<file path="src/rtl/piso_pkg.sv">
// Shared types and helpers for the PISO stream serializer.
// Entries carry the widest supported word; users slice down to DATA_WIDTH.
package piso_pkg;

  typedef enum logic [1:0] {
    StIdle,
    StShift,
    StParity
  } piso_state_e;

  // Widest word an SH/SK entry can carry.
  localparam int unsigned PisoMaxWidth = 64;

  typedef struct packed {
    logic                    msb_first;
    logic [PisoMaxWidth-1:0] data;
  } piso_entry_t;

  function automatic int unsigned calc_beats(input int unsigned data_width,
                                             input int unsigned lanes);
    return data_width / lanes;
  endfunction

  function automatic int unsigned calc_cnt_width(input int unsigned beats);
    return (beats > 1) ? $clog2(beats) : 1;
  endfunction

endpackage

</file>
<file path="src/rtl/piso_skid_reg.sv">
// One-entry skid buffer for the PISO serializer. Holds a word accepted while
// the shifter is busy; ready is registered as the inverse of the next full.
module piso_skid_reg
  import piso_pkg::*;
(
  input  logic        clk,
  input  logic        resetn,
  input  logic        push,
  input  piso_entry_t push_entry,
  input  logic        pop,
  output piso_entry_t entry,
  output logic        full,
  output logic        ready
);

  piso_entry_t entry_q;
  logic        full_q, full_d;
  logic        ready_q;

  // Next full flag; push and pop never coincide because ready is low when full
  always_comb begin
    full_d = full_q;
    if (full_q) begin
      full_d = ~pop;
    end else begin
      full_d = push;
    end
  end

  // Storage, full flag and registered ready
  always_ff @(posedge clk or negedge resetn) begin
    if (!resetn) begin
      entry_q <= '0;
      full_q  <= 1'b0;
      ready_q <= 1'b0;
    end else begin
      if (push) begin
        entry_q <= push_entry;
      end
      full_q  <= full_d;
      ready_q <= ~full_d;
    end
  end

  assign entry = entry_q;
  assign full  = full_q;
  assign ready = ready_q;

endmodule

</file>
<file path="src/rtl/piso_stream_serializer.sv">
// Parallel-in/serial-out stream serializer with a one-word skid buffer.
// Optional macro PISO_PARITY_EN appends an even-parity beat after each word.
module piso_stream_serializer
  import piso_pkg::*;
#(
  parameter int unsigned DATA_WIDTH = 16,
  parameter int unsigned LANES      = 1
) (
  input  logic                  clk,
  input  logic                  resetn,
  input  logic [DATA_WIDTH-1:0] din,
  input  logic                  din_valid,
  output logic                  din_ready,
  input  logic                  msb_first,
  output logic [LANES-1:0]      dout,
  output logic                  dout_valid,
  input  logic                  dout_ready,
  output logic                  dout_last,
  output logic                  busy
);

  localparam int unsigned     Beats   = calc_beats(DATA_WIDTH, LANES);
  localparam int unsigned     CntW    = calc_cnt_width(Beats);
  localparam logic [CntW-1:0] CntLast = CntW'(Beats - 1);

  piso_state_e           state_q, state_d;
  logic [DATA_WIDTH-1:0] sh_q, sh_d;
  logic [CntW-1:0]       cnt_q, cnt_d;
  logic                  msb_q, msb_d;
`ifdef PISO_PARITY_EN
  logic                  parity_q, parity_d;
`endif

  logic                  accept, xfer, word_done;
  logic                  load_din, load_sk;
  logic [DATA_WIDTH-1:0] load_data;
  logic                  load_msb;
  logic                  sk_push, sk_pop, sk_full;
  piso_entry_t           din_entry, sk_entry;
  logic                  unused_sk_data;

  assign accept    = din_valid & din_ready;
  assign xfer      = dout_valid & dout_ready;
  assign din_entry = '{msb_first: msb_first, data: PisoMaxWidth'(din)};
  // Entries are sized for the widest word; only the low DATA_WIDTH bits matter here.
  assign unused_sk_data = ^sk_entry.data;

  piso_skid_reg u_skid (
    .clk        (clk),
    .resetn     (resetn),
    .push       (sk_push),
    .push_entry (din_entry),
    .pop        (sk_pop),
    .entry      (sk_entry),
    .full       (sk_full),
    .ready      (din_ready)
  );

  // FSM state register
  always_ff @(posedge clk or negedge resetn) begin
    if (!resetn) begin
      state_q <= StIdle;
    end else begin
      state_q <= state_d;
    end
  end

  // Shifter, beat counter and order flag
  always_ff @(posedge clk or negedge resetn) begin
    if (!resetn) begin
      sh_q     <= '0;
      cnt_q    <= '0;
      msb_q    <= 1'b0;
`ifdef PISO_PARITY_EN
      parity_q <= 1'b0;
`endif
    end else begin
      sh_q     <= sh_d;
      cnt_q    <= cnt_d;
      msb_q    <= msb_d;
`ifdef PISO_PARITY_EN
      parity_q <= parity_d;
`endif
    end
  end

  // Next state, shifter update and skid push/pop decisions
  always_comb begin
    state_d   = state_q;
    sh_d      = sh_q;
    cnt_d     = cnt_q;
    msb_d     = msb_q;
`ifdef PISO_PARITY_EN
    parity_d  = parity_q;
`endif
    word_done = 1'b0;
    load_din  = 1'b0;
    load_sk   = 1'b0;
    sk_pop    = 1'b0;

    unique case (state_q)
      StIdle: begin
        load_din = accept;
      end
      StShift: begin
        if (xfer) begin
          if (cnt_q == CntLast) begin
`ifdef PISO_PARITY_EN
            state_d = StParity;
`else
            word_done = 1'b1;
`endif
          end else begin
            sh_d  = msb_q ? (sh_q << LANES) : (sh_q >> LANES);
            cnt_d = cnt_q + 1'b1;
          end
        end
      end
`ifdef PISO_PARITY_EN
      StParity: begin
        word_done = xfer;
      end
`endif
      default: state_d = StIdle;
    endcase

    // Final beat leaves: refill from the skid first, else pass din straight through
    if (word_done) begin
      if (sk_full) begin
        load_sk = 1'b1;
        sk_pop  = 1'b1;
      end else if (accept) begin
        load_din = 1'b1;
      end else begin
        state_d = StIdle;
      end
    end

    sk_push = accept & (state_q != StIdle) & ~word_done;

    load_data = load_sk ? sk_entry.data[DATA_WIDTH-1:0] : din;
    load_msb  = load_sk ? sk_entry.msb_first : msb_first;
    if (load_din || load_sk) begin
      sh_d     = load_data;
      msb_d    = load_msb;
      cnt_d    = '0;
`ifdef PISO_PARITY_EN
      parity_d = ^load_data;
`endif
      state_d  = StShift;
    end
  end

  // Outputs decoded from registered state only
  always_comb begin
    dout       = '0;
    dout_valid = 1'b0;
    dout_last  = 1'b0;
    unique case (state_q)
      StIdle: ;
      StShift: begin
        dout_valid = 1'b1;
        dout       = msb_q ? sh_q[DATA_WIDTH-1 -: LANES] : sh_q[LANES-1:0];
`ifdef PISO_PARITY_EN
        dout_last  = 1'b0;
`else
        dout_last  = (cnt_q == CntLast);
`endif
      end
`ifdef PISO_PARITY_EN
      StParity: begin
        dout_valid = 1'b1;
        dout       = LANES'(parity_q);
        dout_last  = 1'b1;
      end
`endif
      default: ;
    endcase
  end

  assign busy = (state_q != StIdle) | sk_full;

endmodule

</file>
<file path="config.mk">
export PLATFORM = sky130hd
export DESIGN_NAME = piso_stream_serializer
export DESIGN_NICKNAME = d
export VERILOG_FILES = /design/src/rtl/piso_pkg.sv /design/src/rtl/piso_skid_reg.sv /design/src/rtl/piso_stream_serializer.sv
export SDC_FILE = /design/constraint.sdc
export NUM_CORES = 1
export LEC_CHECK = 0
export ABC_CLOCK_PERIOD_IN_PS = 2500
export BUFFER_PORTS_ARGS = -buffer_cell sky130_fd_sc_hd__buf_2
export CORE_MARGIN = 2
export CORE_UTILIZATION = 56
export CTS_CLUSTER_SIZE = 8
export DETAILED_ROUTE_END_ITERATION = 7
export PLACE_DENSITY = 0.77
export SLEW_MARGIN = 40
export SYNTH_ARGS = -nofsm -noshare
export SYNTH_HDL_FRONTEND = slang
export SYNTH_SLANG_ARGS = --single-unit
</file>
<file path="constraint.sdc">
create_clock -name clk -period 2.5 [get_ports clk]
set_input_delay 0.125 -clock clk [delete_from_list [all_inputs] [get_ports clk]]
set_output_delay 0.125 -clock clk [all_outputs]
set_load 0.03 [all_outputs]
</file>
==> flow_summary.json, run 1 <==
{
  "outcome": "finished, final reports clean",
  "grtUsageMet2": 0.3812,
  "ir_drop_mv": 0.6386,
  "max_freq_mhz": 515.1,
  "grt_start_max_net_pins": 43,
  "met3_usage": 0.05833,
  "ant_nets": 0,
  "syn_inst": 193,
  "initial_utilization": 0.5719,
  "port_buffers": 25,
  "overflow": 0,
  "synth_top_cells_by_area": "dfrtp_1 47%, mux2i_1 19%, mux2_2 9.0%",
  "critical_path.startpoint": "cnt_q[0]",
  "fin_crit_sh": 0.7766,
  "hp-start": "din[1]",
  "hold_class": "in2reg",
  "synthesis.nets": 215,
  "tightest_slew_ns": 0.5329,
  "cts_buffers": 5,
  "rsz0062_at_grt": "no",
  "synth-main-ff-cell": "dfrtp_1",
  "vias": 1562,
  "finalHoldViolations": 0,
  "cts_sinks": 42,
  "reg2reg_from": "cnt_q[0]",
  "crit_path_end_kind": "register",
  "cp_data_required_time_ns": 2.68,
  "cts_resized": 0,
  "track_usage": 0.2253,
  "drt-initial-drc-count": 74,
  "synthArstFlopShare": 1.000,
  "clockBufferDepth": 2,
  "coreArea_um2": 3943,
  "ys_ff_latch": 42,
  "cp.arrival_ns": 2.12,
  "drc_errors": 0,
  "ys_types": 39,
  "clkTransAtPathRegs_ns": 0.08,
  "slew_headroom": 0.6447,
  "skew_ns": 0.003763,
  "syn_area_um2": 2255,
  "tritoncts": "yes",
  "grt_pass1_wl_mm": 7.534,
  "p_per_area_nw_per_um2": 861.7,
  "die_w_um": 67.45,
  "yosys.area.top_type_share": 0.4661,
  "first_pass_iters": 4,
  "grt.busiest_layer": "met2",
  "gp_congestion": 0.7959,
  "avgSynthCellArea_um2": 11.68,
  "layout_min_cycle_time_ns": 1.941,
  "ys_warn_count": 0,
  "routedWlPerCell_um": 16.31,
  "avgViaCountPerCell": 5.743,
  "cp_max_fo": 17,
  "maxCapViolations": 0,
  "die-area_um2": 4550,
  "gr-usage-met1": 0.2817,
  "area_delta_synth_final_pct": 12.71,
  "finalSetupTns_ns": 0,
  "ctsRootBufferMaster": "clkbuf_8",
  "ys_seq_area_frac": 0.4661,
  "hpwl_mm": 3.186,
  "clkLatencyLatePin_ns": 0.29,
  "drive_gt1_frac": 0.2973,
  "worst-setup-path-type": "reg2reg",
  "total_power_mw": 2.190,
  "p_leak_nw": 1.195,
  "synth_top_area_cell": "dfrtp_1",
  "diodes": 0,
  "first_global_vias": 1631,
  "grt_antenna_before_repair": 0,
  "num_io_pins": 26,
  "setup_viol": 0,
  "finalNetCount": 243,
  "rows": 23,
  "routed_wl_mm": 4.436,
  "cts_setup_buffers": 0,
  "htreeDepth": 2,
  "fillerInstances": 312,
  "dieHeight_um": 67.45,
  "final_max_slew_viol_count": 0,
  "synth_edf_count": 0,
  "synth_common_cells": "42 x dfrtp_1, 42 x mux2i_1, 18 x mux2_2, 15 x nand3_1, 13 x o21ai_0",
  "start_kind": "register"
}
[placed cells by master (no fill, tap or decap), types with 2 or more instances in the layout]
cell	n
xnor2_1	2
nor2_1	12
buf_4	8
nand3_1	15
buf_2	24
clkbuf_8	8
a21oi_1	4
nand2_1	3
o21ai_0	13
mux2_2	18
nor3_1	3
o22ai_1	2
inv_1	3
mux2i_1	42
dfrtp_1	42
[metrics by stage]
| step | hold slack [ns] | cell area, um2 | utilization | instances | setup slack, ns |
|---|---|---|---|---|---|
| after floorplan | -0.1706 | 2255 | - | 193 | 0.6940 |
| after global placement | 0.2845 | 2419 | 0.6135 | 263 | 0.6401 |
| after detailed placement | 0.1380 | 2421 | 0.6141 | 263 | 0.5562 |
| after CTS | 0.06702 | 2541 | 0.6446 | 272 | 0.5448 |
| after global routing | 0.07184 | 2541 | 0.6446 | 272 | 0.3646 |
| final | 0.07302 | 2541 | 0.6446 | 272 | 0.5585 |
[final timing paths]
check                                         to  slack [ns]  depth (start not counted)
worst max-delay path             u_skid.entry[7]        0.56                          6
worst min-delay path                     sh_q[1]        0.07                          2
worst max register to register   u_skid.entry[7]        0.56                          6
worst min register to register  u_skid.entry[12]        0.51                          1
max in group asynchronous               cnt_q[1]        1.79                          2
min in group asynchronous       u_skid.entry[11]        0.34                          2
[kinds of logic after synthesis]
logic type,after synthesis,synth area share
DFF,42,0.4661
and+or+nand+nor,45,0.1210
buffers and inverters,15,0.03884
muxes,60,0.2764
adders and majority gates,1,0.005549
AOI/OAI and AO/OA,26,0.07880
other,1,0.001663
xor gates and xnor gates,3,0.01166
[registers in the layout, summed over array words and instances (netlist names)]
signal / flops
u_skid.entry: 17
sh_q: 16
cnt_q: 4
state_q: 2
msb_q: 1
u_skid.full: 1
u_skid.ready: 1
[report_power, final]
group | internal, mW | total [mW] | leakage (nW) | switching (mW)
Clock | 0.279 | 0.504 | 0.0575 | 0.225
Combinational | 0.312 | 0.560 | 0.639 | 0.248
Sequential | 0.933 | 1.13 | 0.499 | 0.193
Total | 1.52 | 2.19 | 1.20 | 0.666
[critical path, cell delays in order, from the launching register on]
cell and delay, ns:
dfrtp_1 0.42, ha_1 0.26, nand3_4 0.23, nor2_4 0.08, nor3_4 0.18, buf_4 0.28, mux2_2 0.37
[per-layer routing]
metal  wire length, um  up-vias  part of all wire
li1                  -      749                 -
met1              1991      773              0.45
met2              2208       34              0.50
met3               180        6             0.041
met4                55        0             0.012
met5                 0        -                 0
[layout make-up]
| type | instances | area (um2) | share of cell area |
|---|---|---|---|
| Multi-Input combinational cell | 136 | 1116 | 0.4392 |
| Timing Repair Buffer | 33 | 190.2 | 0.07484 |
| Tap cell | 50 | 62.56 | 0.02462 |
| Sequential cell | 42 | 1051 | 0.4136 |
| Inverter | 3 | 11.26 | 0.004431 |
| Clock buffer | 8 | 110.1 | 0.04333 |
[what timing repair did]
item,4_1_cts,5_1_grt
setup endpoints to repair,0,0
hold buffers,1,0
hold endpoints to repair,42,0
Note: power is estimated with default switching activity, not from simulation.
==> run 2: changes to the inputs <==
--- a/config.mk
+++ b/config.mk
@@ -5,7 +5,8 @@
 export SDC_FILE = /design/constraint.sdc
 export NUM_CORES = 1
 export LEC_CHECK = 0
-export ABC_CLOCK_PERIOD_IN_PS = 2500
+export ABC_AREA = 1
+export ABC_CLOCK_PERIOD_IN_PS = 1900
 export BUFFER_PORTS_ARGS = -buffer_cell sky130_fd_sc_hd__buf_2
 export CORE_MARGIN = 2
 export CORE_UTILIZATION = 56
==> constraint.sdc (replaced) <==
create_clock -name clk -period 1.9 [get_ports clk]
set_input_delay 0.095 -clock clk [delete_from_list [all_inputs] [get_ports clk]]
set_output_delay 0.095 -clock clk [all_outputs]
set_load 0.03 [all_outputs]
==> flow_summary.json, run 2 <==
{
  "post-place-ws_ns": 0.1593,
  "cp_data_required_time_ns": 2.11,
  "synth_common_cells": "62 x nand2_1, 53 x o21ai_0, 43 x inv_1, 42 x dfrtp_1, 22 x nor2_1",
  "ys_types": 23,
  "clkLatencyLatePin_ns": 0.29,
  "layout_min_cycle_time_ns": 1.750,
  "max_freq_mhz": 571.4,
  "p_sw_frac": 0.3530,
  "ys_ff_latch": 42,
  "die-area_um2": 4621,
  "cpMaxStageDelayCell": "dfrtp_1",
  "syn_area_um2": 2292,
  "avgViaCountPerCell": 5.219,
  "layout_commonest_cell": "nand2_1",
  "initial_utilization": 0.5772,
  "num_io_pins": 26,
  "fin_crit_sh": 0.9212,
  "crit_path_end_kind": "register",
  "fillerInstances": 349,
  "multi_input_area_um2": 987.2,
  "first_pass_iters": 4,
  "layout_common_cells": "62 x nand2_1, 53 x o21ai_0, 43 x inv_1",
  "vias": 1978,
  "ant_nets": 0,
  "final_area_um2": 2561,
  "syn_inst": 303,
  "track_usage": 0.2361,
  "finalHoldViolations": 0,
  "crit_path_cell_trace": "ha_1 > nand3_2 > nor2_4 > buf_4 > nand2_4 > nand2_1 > nand3_1 > a21oi_1",
  "area_delta_synth_final_pct": 11.74,
  "cp.arrival_ns": 1.96,
  "cts_sinks": 42,
  "slew_headroom": 0.5955,
  "postPlaceCellArea_um2": 2460,
  "grt_start_max_net_pins": 34,
  "finalNetCount": 350,
  "final_cells": 379,
  "skew_ns": 0.002805,
  "cp_max_fo": 18,
  "synth_edf_count": 0,
  "diodes": 0,
  "largest_reg_flops": 17,
  "internal_power_mw": 2.000,
  "gp_congestion": 0.8240,
  "pwr-share-seq": 0.504,
  "start_kind": "register",
  "avgSynthCellArea_um2": 7.565,
  "synth_top_cells_by_area": "dfrtp_1 46%, o21ai_0 12%, nand2_1 10%",
  "outcome": "finished, final reports clean",
  "tightest_slew_ns": 0.6068,
  "port_buffers": 25,
  "regArea_um2": 1051,
  "hold_class": "in2reg",
  "synth-main-ff-cell": "dfrtp_1",
  "layout_setup_ws_ns": 0.1498,
  "cp_slowest_stage_delay_ns": 0.39,
  "synth_top_area_cell": "dfrtp_1",
  "ys_warn_count": 0,
  "p_per_area_nw_per_um2": 1207,
  "clkTransAtPathRegs_ns": 0.07,
  "grt_antenna_before_repair": 0,
  "drt-initial-drc-count": 110,
  "coreArea_um2": 3971,
  "first_global_vias": 1789,
  "rsz0062_at_grt": "no",
  "synthArstFlopShare": 1.000,
  "synth.most_common_cell": "nand2_1",
  "tritoncts": "yes",
  "cts_buffers": 5,
  "dieHeight_um": 67.98,
  "drive_gt1_frac": 0.1398,
  "placedCellCount": 370,
  "final_max_slew_viol_count": 0,
  "ys_seq_area_frac": 0.4585,
  "p_clk_frac": 0.187,
  "p_switching_mw": 1.091,
  "htreeDepth": 2,
  "clockBufferDepth": 2,
  "rows": 23,
  "routed_wl_mm": 4.682,
  "drc_errors": 0,
  "synthesis.nets": 325,
  "die_w_um": 67.98,
  "hpwl_mm": 3.395,
  "grt_pass1_wl_mm": 8.052,
  "routedWlPerCell_um": 12.35,
  "ctsRootBufferMaster": "clkbuf_8",
  "yosys.area.top_type_share": 0.4585,
  "setup_viol": 0,
  "maxCapViolations": 0,
  "combPwrFrac": 0.309,
  "ir_drop_mv": 0.6171,
  "worst-setup-path-type": "reg2reg",
  "overflow": 0,
  "finalSetupTns_ns": 0,
  "p_leak_nw": 1.318
}
## run 2: cell types whose count changed after synthesis, sizes merged, moves of 9 or more
cell,previous run,this run
a21oi,4,20
inv,3,43
mux2,18,0
mux2i,42,0
nand2,3,64
nand3b,1,16
nor2,14,23
o21ai,13,54
## run 2: path summary, 6_finish.rpt
kind                                    endpoint  slack [ns]  cells past startpoint            start
worst max-delay path                     sh_q[8]        0.15                      8         cnt_q[0]
worst min-delay path            u_skid.entry[64]        0.07                      3        msb_first
worst max register to register           sh_q[8]        0.15                      8         cnt_q[0]
worst min register to register   u_skid.entry[1]        0.48                      2  u_skid.entry[1]
max in group asynchronous        u_skid.entry[6]        0.99                      3           resetn
min in group asynchronous               cnt_q[2]        0.34                      2           resetn
## run 2: metal layers
| metal | global-route usage | up-vias | part of all wire |
|---|---|---|---|
| li1 | - | 1015 | - |
| met1 | 0.3415 | 913 | 0.49 |
| met2 | 0.3556 | 44 | 0.46 |
| met3 | 0.04441 | 6 | 0.038 |
| met4 | 0.08250 | 0 | 0.015 |
| met5 | 0 | - | 0 |
## run 2: kinds of logic after synthesis
kind of cell,count (synthesis),share of synthesized area
xor+xnor,1,0.003822
compound gates,75,0.1648
buf+inv,59,0.1108
other cells,1,0.001636
fa+ha+maj,1,0.005458
simple gates,124,0.2549
flops,42,0.4585
## run 2: area by class of cell
cell class	count	area share
clock buffers	7	0.03371
repair buffers	34	0.08109
well taps	50	0.02443
clock inverters	1	0.001954
flip-flops and latches	42	0.4104
multi-input cells	202	0.3854
inverters	43	0.06302
## run 2: critical path: cells and delay by family, from the launching register on
family,cells,cell delay (ns)
compound gates,1,0.17
fa+ha+maj,1,0.20
buf+inv,1,0.24
flops,1,0.39
simple gates,5,0.68
## run 2: metrics by stage
stage | util | power, mW | hold WS [ns]
after global routing | 0.6449 | 3.386 | 0.08392
after CTS | 0.6449 | 3.107 | 0.07288
after detailed placement | 0.6194 | 2.522 | 0.1422
after global placement | 0.6194 | 2.481 | 0.1545
final | 0.6449 | 3.090 | 0.07024
after floorplan | - | 2.258 | -0.2006
## run 2: power by group through the flow
stage                     Sequential [mW]  Combinational, mW  Clock (mW)
after detailed placement             1.57              0.953           0
after floorplan                      1.51              0.746           0
after global routing                 1.61               1.13       0.646
after global placement               1.56              0.923           0
after CTS                            1.55              0.959       0.596
final                                1.56              0.956       0.578
## run 2: timing repair
item                                   4_1_cts  5_1_grt
hold buffers                                 1        0
endpoints found under the hold margin       25        0
buffers inserted                             0        0
resized for setup                            0        0
==> run 3: changes to the inputs <==
--- a/config.mk
+++ b/config.mk
@@ -10,6 +10,7 @@
 export BUFFER_PORTS_ARGS = -buffer_cell sky130_fd_sc_hd__buf_2
 export CORE_MARGIN = 2
 export CORE_UTILIZATION = 56
+export CTS_BUF_LIST = sky130_fd_sc_hd__clkbuf_4
 export CTS_CLUSTER_SIZE = 8
 export DETAILED_ROUTE_END_ITERATION = 7
 export PLACE_DENSITY = 0.77
==> constraint.sdc (replaced) <==
create_clock -name clk -period 1.9 [get_ports clk]
set_input_delay 0.095 -clock clk [delete_from_list [all_inputs] [get_ports clk]]
set_output_delay 0.095 -clock clk [all_outputs]
set_load 0.1 [all_outputs]
==> flow_summary.json, run 3 (same netlist as run 2, synthesis figures left out) <==
{
  "port_buffers": 25,
  "skew_ns": 0.007731,
  "initial_utilization": 0.5772,
  "cts_buffers": 5,
  "ant_nets": 0,
  "first_pass_iters": 4,
  "coreArea_um2": 3971,
  "area_delta_synth_final_pct": 13.76,
  "cts_setup_buffers": 0,
  "r2r_cells": 7,
  "total_power_mw": 3.200,
  "finalHoldViolations": 0,
  "rows": 23,
  "crit_path_end_kind": "primary output",
  "die_w_um": 67.98,
  "tritoncts": "yes",
  "diodes": 0,
  "finalSetupTns_ns": 0,
  "drt-initial-drc-count": 193,
  "cp.arrival_ns": 1.65,
  "hold_class": "in2reg",
  "fin_crit_sh": 0.9160,
  "first_global_vias": 1816,
  "maxCapViolations": 0,
  "fin_util": 0.6566,
  "cts_sinks": 42,
  "final_max_slew_viol_count": 0,
  "layout_common_cells": "62 x nand2_1, 53 x o21ai_0, 42 x inv_1, 42 x dfrtp_1, 24 x buf_2",
  "num_io_pins": 26,
  "slew_headroom": 0.6447,
  "vias": 1965,
  "drc_errors": 0,
  "regArea_um2": 1051,
  "rsz0062_at_grt": "no",
  "placedCellCount": 370,
  "cp_max_fo": 4,
  "clockBufferDepth": 2,
  "layout_setup_ws_ns": 0.1596,
  "grt_start_max_net_pins": 43,
  "grt_antenna_before_repair": 0,
  "cp_data_required_time_ns": 1.80,
  "worstHoldPathCells": 3,
  "multi_input_area_um2": 1006,
  "clkLatencyLatePin_ns": 0.35,
  "gp_congestion": 0.7775,
  "setup_viol": 0,
  "start_kind": "register",
  "layout_min_cycle_time_ns": 1.740,
  "routedWlPerCell_um": 12.82,
  "max_freq_mhz": 574.6,
  "post-place-ws_ns": 0.1566,
  "p_leak_nw": 1.317,
  "finalNetCount": 351,
  "tightest_slew_ns": 0.5330,
  "layout_commonest_cell": "nand2_1",
  "dieHeight_um": 67.98,
  "whs_ns": 0.008870,
  "p_per_area_nw_per_um2": 1227,
  "clkTransAtPathRegs_ns": 0.12,
  "overflow": 0,
  "worst-setup-path-type": "reg2out",
  "outcome": "finished, final reports clean",
  "avgViaCountPerCell": 5.171,
  "die-area_um2": 4621,
  "htreeDepth": 2,
  "drive_gt1_frac": 0.1515,
  "largest_reg_flops": 17,
  "fillerInstances": 343,
  "hpwl_mm": 3.355,
  "routed_wl_mm": 4.871,
  "ir_drop_mv": 0.7045,
  "final_area_um2": 2608,
  "track_usage": 0.2420,
  "final_cells": 380,
  "grt_pass1_wl_mm": 8.445,
  "postPlaceCellArea_um2": 2492,
  "ctsRootBufferMaster": "clkbuf_4"
}
run 3: timing repair:
| action | CTS | global route |
|---|---|---|
| resized for setup | 0 | 3 |
| hold buffers | 2 | 0 |
| endpoints found under the hold margin | 43 | 0 |
| endpoints found under the setup margin | 0 | 3 |
run 3: final timing paths:
path / slack (ns) / to / start
worst max-delay path: 0.16 / dout_last / cnt_q[0]
worst min-delay path: 0.009 / u_skid.entry[15] / din[15]
worst max register to register: 0.20 / cnt_q[1] / cnt_q[0]
worst min register to register: 0.50 / u_skid.entry[1] / u_skid.entry[1]
max in group asynchronous: 1.20 / u_skid.entry[64] / resetn
min in group asynchronous: 0.32 / cnt_q[0] / resetn
run 3: layer usage:
layer  GRT usage  wire length [um]  up-vias
li1            -                 -     1023
met2      0.3471              2175       57
met4     0.07000                47        0
met3     0.05592               279        6
met5           0                 0        -
met1      0.3647              2368      879
run 3: critical path, cell delays in order, from the launching register on:
cell	delay (ns)
dfrtp_1	0.41
ha_1	0.20
nand3_2	0.17
nor2_2	0.10
buf_2	0.43
run 3: power breakdown:
| part | internal [mW] | switching [mW] | total, mW |
|---|---|---|---|
| logic | 0.427 | 0.610 | 1.04 |
| clock network | 0.308 | 0.284 | 0.592 |
| registers | 1.29 | 0.277 | 1.57 |
| total | 2.03 | 1.17 | 3.20 |
run 3: area by class of cell:
| class | count | area share |
|---|---|---|
| well taps | 50 | 0.02399 |
| clock inverters | 1 | 0.01152 |
| flip-flops and latches | 42 | 0.4031 |
| repair buffers | 35 | 0.09213 |
| clock buffers | 7 | 0.02015 |
| inverters | 43 | 0.06334 |
| multi-input cells | 202 | 0.3858 |
